**src/rtl/btn_debounce.sv**
```systemverilog
// rtl/btn_debounce.sv - per-button 2-FF synchronizer, debouncer and press/release pulses
// Optional long-press pulse on o_long when BTN_DEBOUNCE_LONGPRESS_EN is defined (tied low otherwise).

module btn_debounce #(
    parameter int NUM_BTN         = 4,
    parameter int DEBOUNCE_CYCLES = 1000000,
    parameter int LONG_CYCLES     = 100000000,
    parameter int ACTIVE_LOW      = 0
) (
    input  logic               clk,
    input  logic               rst_n,
    input  logic [NUM_BTN-1:0] i_btn,
    output logic [NUM_BTN-1:0] o_level,
    output logic [NUM_BTN-1:0] o_press,
    output logic [NUM_BTN-1:0] o_release,
    output logic [NUM_BTN-1:0] o_long
);

    localparam int            CW       = $clog2(DEBOUNCE_CYCLES);
    localparam logic [CW-1:0] CNT_LAST = CW'(DEBOUNCE_CYCLES - 1);

    logic [NUM_BTN-1:0] raw;
    logic [NUM_BTN-1:0] sync1;
    logic [NUM_BTN-1:0] sync2;
    logic [NUM_BTN-1:0] accept;

    // Pins are normalised to 1 = pressed before they enter the synchronizer.
    assign raw = (ACTIVE_LOW != 0) ? ~i_btn : i_btn;

    always_ff @(posedge clk or negedge rst_n) begin
        if (!rst_n) begin
            sync1 <= '0;
            sync2 <= '0;
        end else begin
            sync1 <= raw;
            sync2 <= sync1;
        end
    end

    for (genvar i = 0; i < NUM_BTN; i++) begin : g_btn
        logic [CW-1:0] cnt;
        logic          level_q;
        logic          press_q;
        logic          rel_q;

        // A change is accepted on the DEBOUNCE_CYCLES-th consecutive disagreeing sample.
        assign accept[i] = (sync2[i] != level_q) && (cnt == CNT_LAST);

        always_ff @(posedge clk or negedge rst_n) begin
            if (!rst_n) begin
                cnt     <= '0;
                level_q <= 1'b0;
                press_q <= 1'b0;
                rel_q   <= 1'b0;
            end else begin
                press_q <= accept[i] & sync2[i];
                rel_q   <= accept[i] & ~sync2[i];
                if (sync2[i] == level_q) begin
                    cnt <= '0;
                end else if (accept[i]) begin
                    cnt     <= '0;
                    level_q <= sync2[i];
                end else begin
                    cnt <= cnt + 1'b1;
                end
            end
        end

        assign o_level[i]   = level_q;
        assign o_press[i]   = press_q;
        assign o_release[i] = rel_q;

`ifdef BTN_DEBOUNCE_LONGPRESS_EN
        localparam int            HW        = $clog2(LONG_CYCLES);
        localparam logic [HW-1:0] HOLD_FIRE = HW'(LONG_CYCLES - 2);
        localparam logic [HW-1:0] HOLD_LAST = HW'(LONG_CYCLES - 1);

        logic [HW-1:0] hold;
        logic          long_q;

        // Hold count starts the cycle o_press is high and saturates, so one o_long per press.
        always_ff @(posedge clk or negedge rst_n) begin
            if (!rst_n) begin
                hold   <= '0;
                long_q <= 1'b0;
            end else begin
                long_q <= 1'b0;
                if (!level_q || accept[i]) begin
                    hold <= '0;
                end else if (hold != HOLD_LAST) begin
                    hold   <= hold + 1'b1;
                    long_q <= (hold == HOLD_FIRE);
                end
            end
        end

        assign o_long[i] = long_q;
`else
        // Always 0 (LONG_CYCLES >= 2); the expression keeps LONG_CYCLES referenced in this build.
        assign o_long[i] = (LONG_CYCLES < 1);
`endif
    end

endmodule

```
**config.mk**
```make
export PLATFORM = sky130hd
export DESIGN_NAME = btn_debounce
export DESIGN_NICKNAME = d
export VERILOG_FILES = /design/src/rtl/btn_debounce.sv
export SDC_FILE = /design/constraint.sdc
export NUM_CORES = 1
export LEC_CHECK = 0
export ABC_AREA = 1
export CORE_UTILIZATION = 60
export CTS_BUF_LIST = sky130_fd_sc_hd__clkbuf_4
export DETAILED_ROUTE_END_ITERATION = 8
export PLACE_DENSITY = 0.77
export SKIP_CTS_REPAIR_TIMING = 1
export SYNTH_ARGS = -nofsm -noshare
export SYNTH_HDL_FRONTEND = slang
export SYNTH_SLANG_ARGS = --single-unit
```
**constraint.sdc**
```tcl
create_clock -name clk -period 1.79 [get_ports clk]
set_input_delay 0.2685 -clock clk [delete_from_list [all_inputs] [get_ports clk]]
set_output_delay 0.2685 -clock clk [all_outputs]
set_load 0.01 [all_outputs]
```
; Word-level counts from Yosys, hierarchy flattened
; Cells that the tools add are included.
[op_classes]
n_addsub = 4
mul = 0
div = 0
magnitude_cmp = 0
n_eq_ne = 12
shift = 0
mux = 8
n_bitwise = 16
reduce_logical = 8
[op_table]
columns = cell, n
row1 = $mux W20, 8
row2 = $add A20 B1 Y20 const B, 4
row3 = $eq A20 B20 Y1 const B, 4
row4 = $and A1 B1 Y1, 8
row5 = $not A1 Y1, 8
row6 = $reduce_and A2 Y1, 4
row7 = $eq A1 B1 Y1, 4
row8 = $logic_and A1 B1 Y1, 4
row9 = $ne A1 B1 Y1, 4
[totals]
regBits = 100
latchBits = 0
ram_bits = 0
romBits = 0
inputBits = 6
out_inout_bits = 16
word_cells = 66
n_memories = 0

; Logic depth before layout (Yosys ltp)
; Gate-level depths: netlist of run 1.
[depth]
depth_word = 4
depth_mapped = 9
ltp_nobuf = 9

; Worst setup path before layout of run 1
; OpenSTA, ideal clock, no wires.
[synth_timing]
kind = register to register
start = reg g_btn[1].cnt[0]
end = reg g_btn[1].cnt[14]
setup_time_ns = 0.123
t_arrival_ns = 1.181
t_required_ns = 1.667
slack_ns = 0.486
path_stages_with_launch = 8
path_buffers = 0
period_less_slack_ns = 1.304
cell_sequence = dfrtp_1 > ha_1 > nand2_1 > nor2_4 > nand2_2 > nor2_4 > nor3b_1 > nor2_1
[synth_between]
elab_chain_cells = 4
elab_cells_between_ends = 5
cone_classes = add/sub: 1 / eq/ne: 1 / mux: 2 / reduce/logical: 1
[synth_rtl]
columns = element, line_no
row1 = "start, declared", 41  ; logic [CW-1:0] cnt;
row2 = "start signal, assigned", 64  ; cnt <= cnt + 1'b1;
row3 = branches (longest 2 deep; another with $add A20 B1 Y20), n/a
row4 = $mux W20 *, 60  ; end else if (accept[i]) begin
row5 = $mux W20 *, 58  ; if (sync2[i] == level_q) begin
; Every way passes the cells marked *.
; A chain may end at the register's enable or synchronous reset.

; Worst setup path in the final report of run 1
[layout_timing]
start = reg g_btn[0].level_q
end = out o_level[0]
[layout_lines]
columns = element, line_no
row1 = "start, declared", 42  ; logic level_q;
row2 = "start signal, assigned", 62  ; level_q <= sync2[i];
row3 = "end, declared", 13  ; output logic [NUM_BTN-1:0] o_level,
; No word-level cell between the ends.

==> results.md, run 1 <==
* Die area at 9400 um2
* Largest net degree at the start of global routing at 44
* Most frequent cells in the layout: 147 x nor2_1, 139 x nand2_1, 100 x dfrtp_1, 68 x nand3_1, 66 x inv_1
* Placed Instances at 805
* GRT overflow at 0
* Final worst-path cycle share at 93.6%
* Clock H-tree levels at 3
* Synth area leaders: dfrtp_1 46%, nor2_1 10%, nand2_1 9.6%
* Worst Setup SP: g_btn[0].level_q
* Crit-path leading delay family: buffers and inverters
* Drt via density at roughly 5.2
* Worst Clk Skew at around 0.015 ns
* Ratio of cells with drive above 1 in the final layout at 12.0%
* Max frequency at slightly below 600 MHz
* Net Switching at 0.872 mW
* Yosys top cell by area: dfrtp_1
* Mapped Area at 5410 um2
* Critical path capture point: o_level[0]
* FF-to-FF Start: g_btn[0].level_q
* Num CTS Buffers at 9
* Nets@finish at roughly 720
* Chip height at 97.0 um
* Max incr delay on CP at 0.55 ns
* Slew Limit Fails at 0
* Most common cell after layout, fill and taps aside: nor2_1
* Slowest cell on crit path: clkdlybuf4s50_1
* Clock-pin slew on the worst setup and hold paths at 0.15 ns
* Setup violations, final at 0
* DR iter-0 viols at 247
* Post-synthesis register bit count at 100
* Routed Antenna Nets at 0
* P_leak at 2.72 nW
* Hold Fails Final Rpt at 0
* CTS root buf: clkbuf_4
* Worst-skew pair later-pin latency at approximately 0.45 ns
* Bufs and invs on worst path at 1
* Worst Path Required at 1.52 ns
* Crit-path cells: clkdlybuf4s50_1
* Finished Layout Cells at 822
* Reg power frac at approximately three fifths
* Antenna diode count at 0
* Die Width at 97.0 um
* Worst VDD drop at 0.399 mV
* Setup TNS at 0 ns
* Initial antenna violation count at 0
* Clock Path Buffers at 2
* Synth warn at 0
* Gate power share at 4.4%
* Register area share after synthesis at a little under half
* Status: complete, no violations
* Reg2Reg Setup Slack at 0.22 ns
* Top-area cell type share of the netlist area at 46.2%
* IO buf count at 17
* DRC at 0
* Worst min path class: input port to flop
* Mapped Cells at 693
* Clock sink total at 100
* RSZ-0062 raised after global routing: false
* DRT Pass-1 Iters at 5
* Critical Path Stages at 1
* Initial Utilization at about 62%
* Cell internal pwr at 3.10 mW
* Final Critical Period at 1.68 ns
* Critical Path AT at between 1 and 1.5 ns
* GRT Total Usage at 23.4%
* DR WL/cell at 12.4 um
* Cell area power density at 682 nW/um2
* Area grow syn2layout at 7.68%
* First-pass GRT wire length at ~18000 um
* Worst R2R Path Depth at 8
* Max Cap Violations at 0
* CTS tree: yes
* Sw frac at 21.9%
* DR vias at about 4200
* RR Endpoint: g_btn[0].level_q
* Clk pwr share at 37.4%
* Number of global-route vias before repair at just over 4000
* Crit path kind: flop to primary output
* Placer Congestion at between 0.9 and 1
* Crit start category: flop
* Core region area at 8720 um2
* Post-synthesis area per instance at between 7 and 8 um2
* Crit end category: primary output
* Num rows at 34
* Final WL at ~10000 um
* Worst-path maximum fanout at 3
* HPWL Detailed at between 7000 and 8000 um
* # fillers at 736
* IO Count at 22
* Library cells used by synthesis at 33
[registers in the layout (all words and copies together) (netlist names)]
signal         count
g_btn.cnt         80
g_btn.level_q      4
g_btn.press_q      4
g_btn.rel_q        4
sync1              4
sync2              4
[per-layer routing]
layer	part of all wire, %	wire (um)	up-vias	GRT usage (%)
met3	4.0	411	9	4.99
met1	45	4610	1998	30.8
met2	50	5070	76	39.4
li1	-	-	2159	-
met4	1.1	113	0	5.74
met5	0	0	-	0
[final cells by class]
class,instances,area (um2),area share (%)
clock buffers,12,90.1,1.55
clock inverters,4,97.6,1.67
inverters,87,327,5.60
multi-input cells,489,2440,41.9
flip-flops and latches,100,2500,42.9
well taps,108,135,2.32
repair buffers,22,233,3.99
[through the flow]
stage	hold WS [ns]	power [mW]	util, %	setup WS [ns]	area, um2
final	0.234	3.97	66.8	0.115	5830
after global routing	0.212	4.13	66.8	0.0170	5830
after CTS	-0.264	4.03	66.7	0.0914	5820
after detailed placement	0.237	2.53	64.5	0.291	5630
after global placement	0.236	2.53	64.5	0.338	5630
after floorplan	-0.0271	2.44	-	0.486	5420
[synthesized netlist by cell type, drive strengths merged]
cell type,number
a21oi,12
nor3b,5
nand4,9
conb,1
nand3,70
dfrtp,100
nor3,9
or2,2
clkinv,2
buf,20
xor2,24
o21ai,10
nand3b,2
nand2,154
ha,4
nor2,170
inv,85
xnor2,11
o21bai,3
[kinds of logic after synthesis]
logic type / share of synthesized area, %
AOI/OAI and AO/OA: 2.94
and+or+nand+nor: 35.3
buffers and inverters: 8.83
adders and majority gates: 0.925
other: 0.0693
DFF: 46.2
xor gates and xnor gates: 5.66
[power groups by stage]
stage / clock network [mW] / logic (mW) / registers, mW
finish: 1.48 / 0.175 / 2.31
global route: 1.61 / 0.204 / 2.32
CTS: 1.53 / 0.179 / 2.31
detailed placement: 0 / 0.179 / 2.35
global placement: 0 / 0.173 / 2.35
floorplan: 0 / 0.0935 / 2.35
[worst min path at each step]
stage,startpoint,cells after the start,slack (ns),endpoint
final,i_btn[1],1,0.23,sync1[1]
after global routing,i_btn[1],1,0.21,sync1[1]
after CTS,rst_n,1,-0.26,g_btn[3].cnt[7]
after detailed placement,rst_n,1,0.24,g_btn[0].cnt[14]
after global placement,rst_n,1,0.24,g_btn[0].cnt[6]
after floorplan,rst_n,0,-0.03,g_btn[0].cnt[0]
Power figures use the tool's default switching activity.
==> run 2: changes to the inputs <==
Settings changed: CORE_MARGIN set to 2.
==> results.md, run 2 (synthesis gave the netlist of run 1 again) <==
* Critical Path AT at 1.39 ns
* DR vias at 4281
* Most frequent cells in the layout: 147 x nor2_1, 139 x nand2_1, 100 x dfrtp_1, 68 x nand3_1, 66 x inv_1
* Worst-skew pair later-pin latency at 0.44 ns
* Max frequency at 602 MHz
* Most common cell after layout, fill and taps aside: nor2_1
* Crit-path cells: clkdlybuf4s50_1
* HPWL Detailed at 7640 um
* Clock H-tree levels at 3
* Final WL at approximately 10000 um
* Antenna diode count at 0
* Worst Path Required at between 1.5 and 2 ns
* Reg2Reg Setup Slack at roughly 0.28 ns
* Setup TNS at 0 ns
* Routed Antenna Nets at 0
* IO Count at 22
* GRT overflow at 0
* GRT Total Usage at 22.4%
* First-pass GRT wire length at 17900 um
* Number of global-route vias before repair at 4125
* Multi-input gate area at 2440 um2
* P_leak at roughly 2.7 nW
* Max incr delay on CP at roughly 0.55 ns
* CTS root buf: clkbuf_4
* Worst Clk Skew at approximately 0.012 ns
* Hold endpoint: sync1[1]
* Worst VDD drop at 0.386 mV
* Worst-path maximum fanout at 3
* DRC at 0
* Met3 Usage GRT at 4.61%
* DR iter-0 viols at between 100 and 150
* Busiest grt layer: met2
* Clock-pin slew on the worst setup and hold paths at 0.15 ns
* Cell area power density at ~630 nW/um2
* Slew Limit Fails at 0
* Max reg flops at 80
* Setup violations, final at 0
* Largest net degree at the start of global routing at 38
* Slowest cell on crit path: clkdlybuf4s50_1
* DRT Pass-1 Iters at 4
* Die area at ~9800 um2
* Status: complete, no violations
* Max Cap Violations at 0
* M1 GR Usage at 28.9%
* Hold Fails Final Rpt at 0
* FF-to-FF Start: sync2[0]
* Initial Utilization at about 62%
* Hold Crit Start: i_btn[1]
* DR WL/cell at 12.4 um
* Nets@finish at between 700 and 800
* Clock Path Buffers at 2
* Num rows at 34
* CTS tree: yes
* Worst R2R Path Depth at 8
* Placed cell area at about 5600 um2
* Sequential Area at ~2500 um2
* Final Critical Period at ~1.7 ns
* Ratio of cells with drive above 1 in the final layout at 12.2%
* Post-route cell area at between 5000 and 6000 um2
* Placer Congestion at 0.905
* Num CTS Buffers at 9
* Initial antenna violation count at 0
* Bufs and invs on worst path at 1
* Final worst-path cycle share at 92.8%
* Crit path kind: flop to primary output
* Area grow syn2layout at 6.82%
* Hold Path Depth at 1
* Worst Setup SP: g_btn[0].level_q
* RSZ-0062 raised after global routing: false
* IO buf count at 17
* Core region area at 8720 um2
* Die Width at approximately 100 um
* Crit-path leading delay family: buffers and inverters
* RR Endpoint: g_btn[0].level_q
* Chip height at 99.0 um
* # fillers at 710
* Met2 usage at roughly two fifths
* Final Util at between 60% and 70%
* Worst hold slack at 0.252 ns
* Drt via density at 5.20
* Crit end category: primary output
* Most flop-heavy register: g_btn.cnt
* Worst min path class: input port to flop
* Crit start category: flop
* Clock sink total at 100
## run 2: cell types whose count changed in the layout (fill, tap and decap cells not counted), sizes merged
cell	before	now
buf	5	7
bufinv	3	1
clkinv	2	5
clkbuf	12	10
inv	85	86
## run 2: cell type report
type                       instances  share of cell area, %
sequential                       100                   43.3
multi-input combinational        489                   42.3
inverter                          87                   5.65
timing repair buffer              24                   4.07
tap                              108                   2.34
clock buffer                      10                   1.30
clock inverter                     6                   1.10
## run 2: how the worst max path moves through the flow
stage,endpoint,slack (ns),depth (start not counted)
detailed placement,g_btn[0].level_q,0.31,8
global placement,g_btn[0].level_q,0.35,8
global route,o_level[2],0.05,1
finish,o_level[0],0.13,1
CTS,o_level[2],0.08,1
floorplan,g_btn[1].cnt[14],0.49,7
## run 2: routing by layer
metal	up-vias	share of wire, %
li1	2166	-
met1	2028	46
met2	81	50
met3	6	3.4
met4	0	0.61
met5	-	0
## run 2: power by group
group | internal [mW] | switching, mW
registers | 2.29 | 0.0225
clock network | 0.443 | 0.735
logic | 0.0550 | 0.120
## run 2: through the flow
step                      power (mW)  setup slack [ns]  cells
after floorplan                 2.44             0.486    696
after global placement          2.53             0.352    807
after detailed placement        2.53             0.306    807
after CTS                       3.73            0.0847    823
after global routing            3.84            0.0514    824
final                           3.67             0.129    824
